### src/rtl/nn_engine_pkg.sv
// Shared definitions for the CORDIC neuron engine control path.
// Latency: n/a (types, constants and a config check helper only).
// Backpressure: n/a.
package nn_engine_pkg;

  localparam int MAX_LAYERS  = 5;
  localparam int MAX_NEURONS = 64;
  localparam int MAC_LAT     = 16;
  localparam int AF_LAT      = 16;

  // Lane/index width; layer-width config is one bit wider so a full
  // 64-lane layer, and an out-of-range 65, can both be expressed.
  localparam int IDX_W = 6;
  localparam int CFG_W = 7;

  typedef enum logic [3:0] {
    ST_IDLE,
    ST_CLR,
    ST_LD_WT,
    ST_MAC,
    ST_SHIFT,
    ST_LD_BIAS,
    ST_BADD,
    ST_ACT,
    ST_WRBK,
    ST_DONE
  } seq_state_e;

  // A layer width is usable when it is 1..MAX_NEURONS.
  function automatic logic width_ok(input logic [CFG_W-1:0] w);
    return (w != '0) && (w <= CFG_W'(MAX_NEURONS));
  endfunction

endpackage

### src/rtl/seq_counter.sv
// Loadable up-counter with a terminal-count flag.
// Latency: count updates one cycle after load/inc; term_o is combinational on the count.
// Backpressure: none; the counter only advances when inc_i is high.
module seq_counter
  import nn_engine_pkg::*;
#(
  parameter int W = IDX_W
) (
  input  logic         clk,
  input  logic         rst,
  input  logic         load_i,
  input  logic [W-1:0] load_val_i,
  input  logic         inc_i,
  input  logic [W-1:0] term_val_i,
  output logic [W-1:0] cnt_o,
  output logic         term_o
);

  logic [W-1:0] cnt_q, cnt_d;

  // Next count: a load takes priority over an increment.
  always_comb begin
    cnt_d = cnt_q;
    if (load_i) begin
      cnt_d = load_val_i;
    end else if (inc_i) begin
      cnt_d = cnt_q + W'(1);
    end
  end

  // Count register.
  always_ff @(posedge clk or posedge rst) begin
    if (rst) begin
      cnt_q <= '0;
    end else begin
      cnt_q <= cnt_d;
    end
  end

  assign cnt_o  = cnt_q;
  assign term_o = (cnt_q == term_val_i);

endmodule

### src/rtl/layer_sequencer.sv
// Layer-by-layer sequencer driving weight/bias load, MAC, activation and output bank.
// Latency: per layer 1 + nin*(nl+MAC) + (nin-1) + nl + 2 + AF cycles, plus one DONE cycle.
// Backpressure: LD_WT / LD_BIAS stall indefinitely while wt_valid / bias_valid are low.
module layer_sequencer
  import nn_engine_pkg::*;
#(
  parameter int MAC_CYC = nn_engine_pkg::MAC_LAT,
  parameter int AF_CYC  = nn_engine_pkg::AF_LAT
) (
  input  logic             clk,
  input  logic             rst,
  input  logic             start,
  input  logic [5:0]       no_layers,
  input  logic [CFG_W-1:0] n_in,
  input  logic [CFG_W-1:0] nl1,
  input  logic [CFG_W-1:0] nl2,
  input  logic [CFG_W-1:0] nl3,
  input  logic [CFG_W-1:0] nl4,
  input  logic [CFG_W-1:0] nl5,
  input  logic             wt_valid,
  input  logic             bias_valid,
  output logic             weight_en,
  output logic             bias_en,
  output logic             bias_sign,
  output logic             compute_en,
  output logic             af_en,
  output logic             out_shft_en,
  output logic             out_wr_en,
  output logic             output_sig,
  output logic             busy,
  output logic             tot_complete,
  output logic             cfg_err,
  output logic [IDX_W-1:0] n,
  output logic [IDX_W-1:0] i
);

  localparam logic [IDX_W-1:0] MAC_TERM = IDX_W'(MAC_CYC - 1);
  localparam logic [IDX_W-1:0] AF_TERM  = IDX_W'(AF_CYC - 1);

  seq_state_e state_q, state_d;

  logic [5:0]            no_layers_q;
  logic [CFG_W-1:0]      n_in_q;
  logic [4:0][CFG_W-1:0] nl_q;
  logic                  cfg_err_q, cfg_err_d;

  logic             cfg_ok, accept;
  logic [CFG_W-1:0] nin_cur, nl_cur;
  logic             wt_acc, bs_acc;

  logic             wcnt_load, wcnt_inc, wcnt_term;
  logic             lat_load, lat_term;
  logic             i_load, i_inc, i_term;
  logic             n_load, n_inc, n_term;
  logic [IDX_W-1:0] lat_term_val;
  logic [IDX_W-1:0] wcnt_val, lat_val, i_val, n_val;

  // wcnt and lat are only consumed through their terminal flags.
  logic [2*IDX_W-1:0] unused_cnt;
  assign unused_cnt = {wcnt_val, lat_val};

  // Only the layers actually used need a legal width.
  assign cfg_ok = (no_layers != 6'd0) && (no_layers <= 6'(MAX_LAYERS))
                && width_ok(n_in) && width_ok(nl1)
                && ((no_layers < 6'd2) || width_ok(nl2))
                && ((no_layers < 6'd3) || width_ok(nl3))
                && ((no_layers < 6'd4) || width_ok(nl4))
                && ((no_layers < 6'd5) || width_ok(nl5));

  assign accept = (state_q == ST_IDLE) && start && cfg_ok;
  assign wt_acc = (state_q == ST_LD_WT) && wt_valid;
  assign bs_acc = (state_q == ST_LD_BIAS) && bias_valid;

  // Current layer input width (previous layer width, or n_in for layer 0) and output width.
  always_comb begin
    nin_cur = n_in_q;
    nl_cur  = nl_q[0];
    case (n_val)
      6'd1: begin nin_cur = nl_q[0]; nl_cur = nl_q[1]; end
      6'd2: begin nin_cur = nl_q[1]; nl_cur = nl_q[2]; end
      6'd3: begin nin_cur = nl_q[2]; nl_cur = nl_q[3]; end
      6'd4: begin nin_cur = nl_q[3]; nl_cur = nl_q[4]; end
      default: begin nin_cur = n_in_q; nl_cur = nl_q[0]; end
    endcase
  end

  // Counter controls: word and latency counters idle at zero outside their phases.
  always_comb begin
    wcnt_load    = !((state_q == ST_LD_WT) || (state_q == ST_LD_BIAS));
    wcnt_inc     = wt_acc || bs_acc;
    lat_load     = !((state_q == ST_MAC) || (state_q == ST_ACT));
    lat_term_val = (state_q == ST_ACT) ? AF_TERM : MAC_TERM;
    i_load       = accept || (state_q == ST_CLR);
    i_inc        = (state_q == ST_SHIFT);
    n_load       = accept;
    n_inc        = (state_q == ST_WRBK) && !n_term;
  end

  seq_counter #(.W(IDX_W)) u_wcnt (
    .clk(clk), .rst(rst), .load_i(wcnt_load), .load_val_i('0), .inc_i(wcnt_inc),
    .term_val_i(IDX_W'(nl_cur - CFG_W'(1))), .cnt_o(wcnt_val), .term_o(wcnt_term)
  );

  seq_counter #(.W(IDX_W)) u_lat (
    .clk(clk), .rst(rst), .load_i(lat_load), .load_val_i('0), .inc_i(1'b1),
    .term_val_i(lat_term_val), .cnt_o(lat_val), .term_o(lat_term)
  );

  seq_counter #(.W(IDX_W)) u_icnt (
    .clk(clk), .rst(rst), .load_i(i_load), .load_val_i('0), .inc_i(i_inc),
    .term_val_i(IDX_W'(nin_cur - CFG_W'(1))), .cnt_o(i_val), .term_o(i_term)
  );

  seq_counter #(.W(IDX_W)) u_ncnt (
    .clk(clk), .rst(rst), .load_i(n_load), .load_val_i('0), .inc_i(n_inc),
    .term_val_i(no_layers_q - 6'd1), .cnt_o(n_val), .term_o(n_term)
  );

  assign cfg_err_d = (state_q == ST_IDLE) && start && !cfg_ok;

  // State, latched configuration and the reject pulse.
  always_ff @(posedge clk or posedge rst) begin
    if (rst) begin
      state_q     <= ST_IDLE;
      no_layers_q <= '0;
      n_in_q      <= '0;
      nl_q        <= '0;
      cfg_err_q   <= 1'b0;
    end else begin
      state_q   <= state_d;
      cfg_err_q <= cfg_err_d;
      if (accept) begin
        no_layers_q <= no_layers;
        n_in_q      <= n_in;
        nl_q        <= {nl5, nl4, nl3, nl2, nl1};
      end
    end
  end

  // Next-state: counted phases, stalls in the two load phases.
  always_comb begin
    state_d = state_q;
    case (state_q)
      ST_IDLE:    if (accept) state_d = ST_CLR;
      ST_CLR:     state_d = ST_LD_WT;
      ST_LD_WT:   if (wt_acc && wcnt_term) state_d = ST_MAC;
      ST_MAC:     if (lat_term) state_d = i_term ? ST_LD_BIAS : ST_SHIFT;
      ST_SHIFT:   state_d = ST_LD_WT;
      ST_LD_BIAS: if (bs_acc && wcnt_term) state_d = ST_BADD;
      ST_BADD:    state_d = ST_ACT;
      ST_ACT:     if (lat_term) state_d = ST_WRBK;
      ST_WRBK:    state_d = n_term ? ST_DONE : ST_CLR;
      ST_DONE:    state_d = ST_IDLE;
      default:    state_d = ST_IDLE;
    endcase
  end

  // Decoded outputs; only weight_en/bias_en look at the valid strobes.
  always_comb begin
    weight_en    = wt_acc;
    bias_en      = bs_acc || (state_q == ST_BADD);
    bias_sign    = (state_q == ST_BADD);
    compute_en   = !((state_q == ST_IDLE) || (state_q == ST_CLR) || (state_q == ST_DONE));
    af_en        = (state_q == ST_ACT);
    output_sig   = (n_val != '0) && (state_q != ST_IDLE) && (state_q != ST_DONE);
    out_shft_en  = (state_q == ST_SHIFT) && output_sig;
    out_wr_en    = (state_q == ST_WRBK);
    busy         = (state_q != ST_IDLE);
    tot_complete = (state_q == ST_DONE);
  end

  assign cfg_err = cfg_err_q;
  assign n       = n_val;
  assign i       = i_val;

endmodule

### config.mk
export PLATFORM = sky130hd
export DESIGN_NAME = layer_sequencer
export DESIGN_NICKNAME = d
export VERILOG_FILES = /design/src/rtl/nn_engine_pkg.sv /design/src/rtl/seq_counter.sv /design/src/rtl/layer_sequencer.sv
export SDC_FILE = /design/constraint.sdc
export NUM_CORES = 1
export LEC_CHECK = 0
export CAP_MARGIN = 20
export CELL_PAD_IN_SITES_DETAIL_PLACEMENT = 2
export CELL_PAD_IN_SITES_GLOBAL_PLACEMENT = 2
export CORE_UTILIZATION = 25
export DETAILED_ROUTE_END_ITERATION = 7
export GPL_ROUTABILITY_DRIVEN = 0
export PLACE_DENSITY = 0.71
export SLEW_MARGIN = 20
export SYNTH_ARGS = -nofsm -noshare
export SYNTH_HDL_FRONTEND = slang
export SYNTH_SLANG_ARGS = --single-unit
### constraint.sdc
create_clock -name clk -period 5 [get_ports clk]
set_input_delay 1 -clock clk [delete_from_list [all_inputs] [get_ports clk]]
set_output_delay 1 -clock clk [all_outputs]
set_load 0.03 [all_outputs]
---- Word-level counts from Yosys, hierarchy flattened ----
Cells that the tools add are included.
storage, ports and cells
  bits in registers ....................... 71
  word-level logic and storage cells ...... 124
operators by class
  order comparisons ....................... 11
  equality and inequality tests ........... 24
  reduce and logical (&&, ||, !) cells .... 52
  add/subtract/negate cells ............... 7
  muxes and demuxes ....................... 17
operators with widths
  kind                   number
  $pmux W6 S4            2
  $le A7 B7 Y1 const B   6
  $mux W6                7
  $reduce_bool A7 Y1     6
  $pmux W4 S8            1
  $add A6 B1 Y6 const B  4
  $logic_and A1 B1 Y1    24
  $mux W4                6
  $eq A6 B6 Y1           3
  $sub A6 B1 Y6 const B  3
  $eq A4 B3 Y1 const B   4
  $eq A6 B2 Y1 const B   2
  $lt A6 B2 Y1 const B   2
  $lt A6 B3 Y1 const B   2
  $reduce_bool A6 Y1     2
  $logic_or A1 B1 Y1     11
  $eq A4 B2 Y1 const B   2
  $eq A4 B4 Y1 const B   2
  $ne A2 B1 Y1 const B   4
  $eq A6 B1 Y1 const B   1
  $eq A6 B3 Y1 const B   1
  $eq A6 B4 Y1 const B   1
  $le A6 B3 Y1 const B   1
  $reduce_and A5 Y1      1
  9 further kinds        13

---- Depth between registers and ports, before layout ----
  depth in word-level cells ............... 11
  depth in mapped cells ................... 12
  depth with buffers taken out ............ 11

---- Hierarchy ----
A second synthesis with hierarchy kept.
second synthesis, totals
  cell total of the unflattened synthesis .. 471
  area total of the unflattened synthesis .. 4847.1 um2
by module, submodules not included
  module           area each (um2)  cells an instance  times used
  layer_sequencer  3250.6           299                1
  seq_counter      399.1            43                 4

---- Least setup slack after synthesis ----
OpenSTA, ideal clock, no wires.
  path kind ............................... register to output
  from .................................... reg state_q[3]
  to ...................................... out out_shft_en
  path buffers ............................ 1
  slack ................................... 1377 ps
  cell stages (with the launch flop) ...... 5
  arrival time ............................ 2623 ps
  path through ............................ dfrtp_1 > clkbuf_1 > nor4b_1 > a211oi_1 > and2_1
between the ends
  cells in the longest elaborated chain, start to end .. 4
RTL lines
  item                     line                    RTL
  start, declared          layer_sequencer.sv:40   seq_state_e state_q, state_d;
  start signal, assigned   layer_sequencer.sv:130  state_q <= state_d;
  $reduce_bool A4 Y1       layer_sequencer.sv:165  output_sig = (n_val != '0) && (state_q != ST_IDLE) && (state_q != ST_DONE);
  $logic_and A1 B1 Y1      layer_sequencer.sv:165
  $logic_and A1 B1 Y1 (*)  layer_sequencer.sv:165
  via output_sig           layer_sequencer.sv:29   output logic output_sig,
  $logic_and A1 B1 Y1 (*)  layer_sequencer.sv:166  out_shft_en = (state_q == ST_SHIFT) && output_sig;
  end, declared            layer_sequencer.sv:27   output logic out_shft_en,
The timed path passes the listed nets; every way through them passes the cells marked *.

---- Final worst setup path ----
  from .................................... reg state_q[0]
  to ...................................... out out_shft_en
between the ends
  cells in the longest elaborated chain, start to end .. 4
RTL lines
  item                               line
  $reduce_bool A4 Y1                 layer_sequencer.sv:165
  $logic_and A1 B1 Y1 (2 in series)  layer_sequencer.sv:165
  $logic_and A1 B1 Y1 (*)            layer_sequencer.sv:166
Every way passes the cells marked *; elsewhere a longest branch is shown, timed or not.

==> metrics.md <==
| Metric | Value |
|---|---|
| Routed WL per cell | 19.02 um |
| Setup Fix Bufs, Post-CTS | 0 |
| Synth async-reset ratio | 1.000 |
| IO buf count | 75 |
| Vias | 3836 |
| Post-Syn Instances | 459 |
| EDFF count, synth | 0 |
| Final clock skew | 11.79 ps |
| Cell chain of the critical path | clkinv_1 > nand2_1 > nor3_1 > and2_1 > clkdlybuf4s50_1 |
| Outcome | complete, no violations |
| Setup TNS | 0 ps |
| Die W | 134.4 um |
| Pre-CTS setup slack | 994.2 ps |
| Root buf cell | clkbuf_16 |
| CTS tree | done |
| Total GRT Usage | 0.1699 |
| Vias per inst | 5.081 |
| CTS Hold Buffers Added | 0 |
| RSZ-0062 raised after global routing | no |
| PwrDens | 432.8 mW/mm^2 |
| Crit path capture type | output port |
| #FFs+latches synth | 71 |
| Critical path launch point type | register |
| M3 GR Usage | 0.02646 |
| Mapped cell area | 0.004383 mm^2 |
| Critical path data required time | 4000 ps |
| Period minus WS final | 3786 ps |
| CP arrival | 2790 ps |
| Area Overhead vs Synth | 29.80% |
| Worst-path clk slew | 60 ps |
| First-pass GRT wire length | 23490 um |
| Layer with the highest usage | met2 |
| I/O pin total | 76 |
| Antenna violations before repair | 0 |
| CTS H-tree lvls | 3 |
| DRT iter0 DRCs | 168 |
| HP Class | reg2reg |
| Critical path peak fanout | 13 |
| Post-synthesis sequential area ratio | 0.4054 |
| Max-slew violations | 0 |
| Ys Warns | 0 |
| Clk sinks | 71 |
| Diode count | 0 |
| DRC | 0 |
| Initial DRT Pass Iterations | 4 |
| Fillers | 1867 |
| Slowest stage cell, crit path | clkdlybuf4s50_1 |
| Crit-path max cell delay | 660 ps |
| Die ar. | 0.01806 mm^2 |
| Post-DRT Antenna Nets | 0 |
| M1 GR Usage | 0.2025 |
| Vias in the first global route | 4307 |
| Max Fclk | 264.1 MHz |
| Maximum vdd drop | 0.1431 mV |
| Mapped Avg Cell Area | 9.549 um^2 |
| Post-CTS Resized | 0 |
| Final core utilization | 0.3301 |
| Detail Placement HPWL | 11050 um |
| Ys flop type | dfrtp_1 |
| Critical path class | reg2out |
| Slew @ Worst Pin | 972.1 ps |
| Pleak | 2.317 nW |
| Final WL | 14360 um |
| Gr ovfl total | 0 |
| Setup-failing EPs final | 0 |
| MaxCap Viol Count | 0 |
| Initial Util | 0.2543 |
| Mapped Nets | 521 |
| Net count, final | 587 |
| Total CTS buffers | 9 |
| Worst setup margin | 1214 ps |
| Multi-input logic area | 0.002411 mm^2 |
| Worst-Skew Late Latency | 350 ps |
| Fin. Hold Viols | 0 |
| Max Root-Sink Buffers | 2 |
| Die height | 134.4 um |
| Worst relative slew slack | 0.3510 |
| Core ar. | 0.01724 mm^2 |
| Netlist cell types | 63 |
| Share of cells above drive strength 1 | 0.09057 |
| Largest net degree at the start of global routing | 44 |
| Met2 Resource Use GR | 0.3117 |
| Register area | 0.001777 mm^2 |
| # rows | 48 |
| Final Cycle Share | 0.7573 |
## where the power goes
group	leakage, nW	internal (W)	switching [W]
registers	0.896	0.000655	0.000162
logic	1.25	0.000382	0.000506
clock network	0.167	0.000491	0.000266
total	2.32	0.00153	0.000934
## final timing paths
path                                 start               to  slack, ps  depth (start not counted)
setup / recovery                state_q[0]      out_shft_en       1210                          5
hold / removal              u_lat.cnt_o[0]   u_lat.cnt_o[0]        500                          1
setup reg to reg           u_ncnt.cnt_o[0]       state_q[0]       1510                         10
hold reg to reg             u_lat.cnt_o[0]   u_lat.cnt_o[0]        500                          1
max in group asynchronous              rst        n_in_q[2]       2820                          3
min in group asynchronous              rst  u_ncnt.cnt_o[3]       1210                          2
## cell type report
type | instances | share of cell area
clock buffer | 10 | 0.04025
clock inverter | 6 | 0.02045
inverter | 23 | 0.01517
multi-input combinational | 340 | 0.4238
sequential | 71 | 0.3123
tap | 225 | 0.04948
timing repair buffer | 80 | 0.1386
## cells by family (layout without fill, tap and decap cells)
logic type               after synthesis  after routing  synth area share
multiplexers                          29             29           0.07394
XOR/XNOR                              39             39           0.07793
AND/OR/NAND/NOR                      172            172            0.2041
flip-flops                            71             71            0.4054
AO/OA/AOI/OAI                         91             91            0.1656
buffers and inverters                 48            119           0.04739
adder cells (fa/ha/maj)                9              9           0.02569
## worst max-delay path: cells and delay by family (launching register included)
family,cells,cell delay [ps]
and+or+nand+nor,3,980
buffers and inverters,2,910
DFF,1,550
## sequential cells by signal, indices dropped and copies added (netlist names)
name and flops:
u_wcnt.cnt_o 6, state_q 4, u_ncnt.cnt_o 6, cfg_err 1
n_in_q 6, u_icnt.cnt_o 6, no_layers_q 6, nl_q 30
u_lat.cnt_o 6
## per-stage QoR
| step | std cells | power (W) | area, um^2 | hold slack [ps] |
|---|---|---|---|---|
| after floorplan | 459 | 0.001364 | 4383 | 447.9 |
| after global placement | 739 | 0.001674 | 5336 | 475.2 |
| after detailed placement | 739 | 0.001716 | 5336 | 500.3 |
| after CTS | 755 | 0.002490 | 5682 | 511.8 |
| after global routing | 755 | 0.002607 | 5689 | 534.5 |
| final | 755 | 0.002462 | 5689 | 497.6 |
## cell usage in the layout, fill, tap and decap left out, types with 9 or more instances in the layout
master            n
or4_1             9
a21oi_1           9
nor2_1           42
nand4_1          10
inv_1            21
xor2_1           17
mux2_2           15
nor3_1           27
clkbuf_16         9
a222oi_1         11
ha_1              9
o21ai_0          14
clkdlybuf4s50_1  75
xnor2_1          22
nand2_1          33
mux2_1           12
dfrtp_1          71
## cell usage after synthesis (7+ instances only)
cell      count  share of area
nor2_1       42          0.036
mux2_2       15          0.039
dfrtp_1      71           0.41
nor3_1       28          0.032
mux2_1       12          0.031
o21ai_0      14          0.016
xor2_1       17          0.034
and3_1        8          0.011
or4_1         9          0.015
inv_1        22          0.019
nand4_1      10          0.014
clkbuf_1     18          0.015
a222oi_1     11          0.025
nand2_1      33          0.028
a21oi_1       9          0.010
ha_1          9          0.026
o21ai_1       7         0.0080
xnor2_1      22          0.044
## per-layer routing
metal / vias to the layer above / part of all wire
met5: - / 0
met4: 0 / 0.011
met3: 12 / 0.026
met2: 51 / 0.53
met1: 1952 / 0.44
li1: 1821 / -
Note: power is estimated with default switching activity, not from simulation.
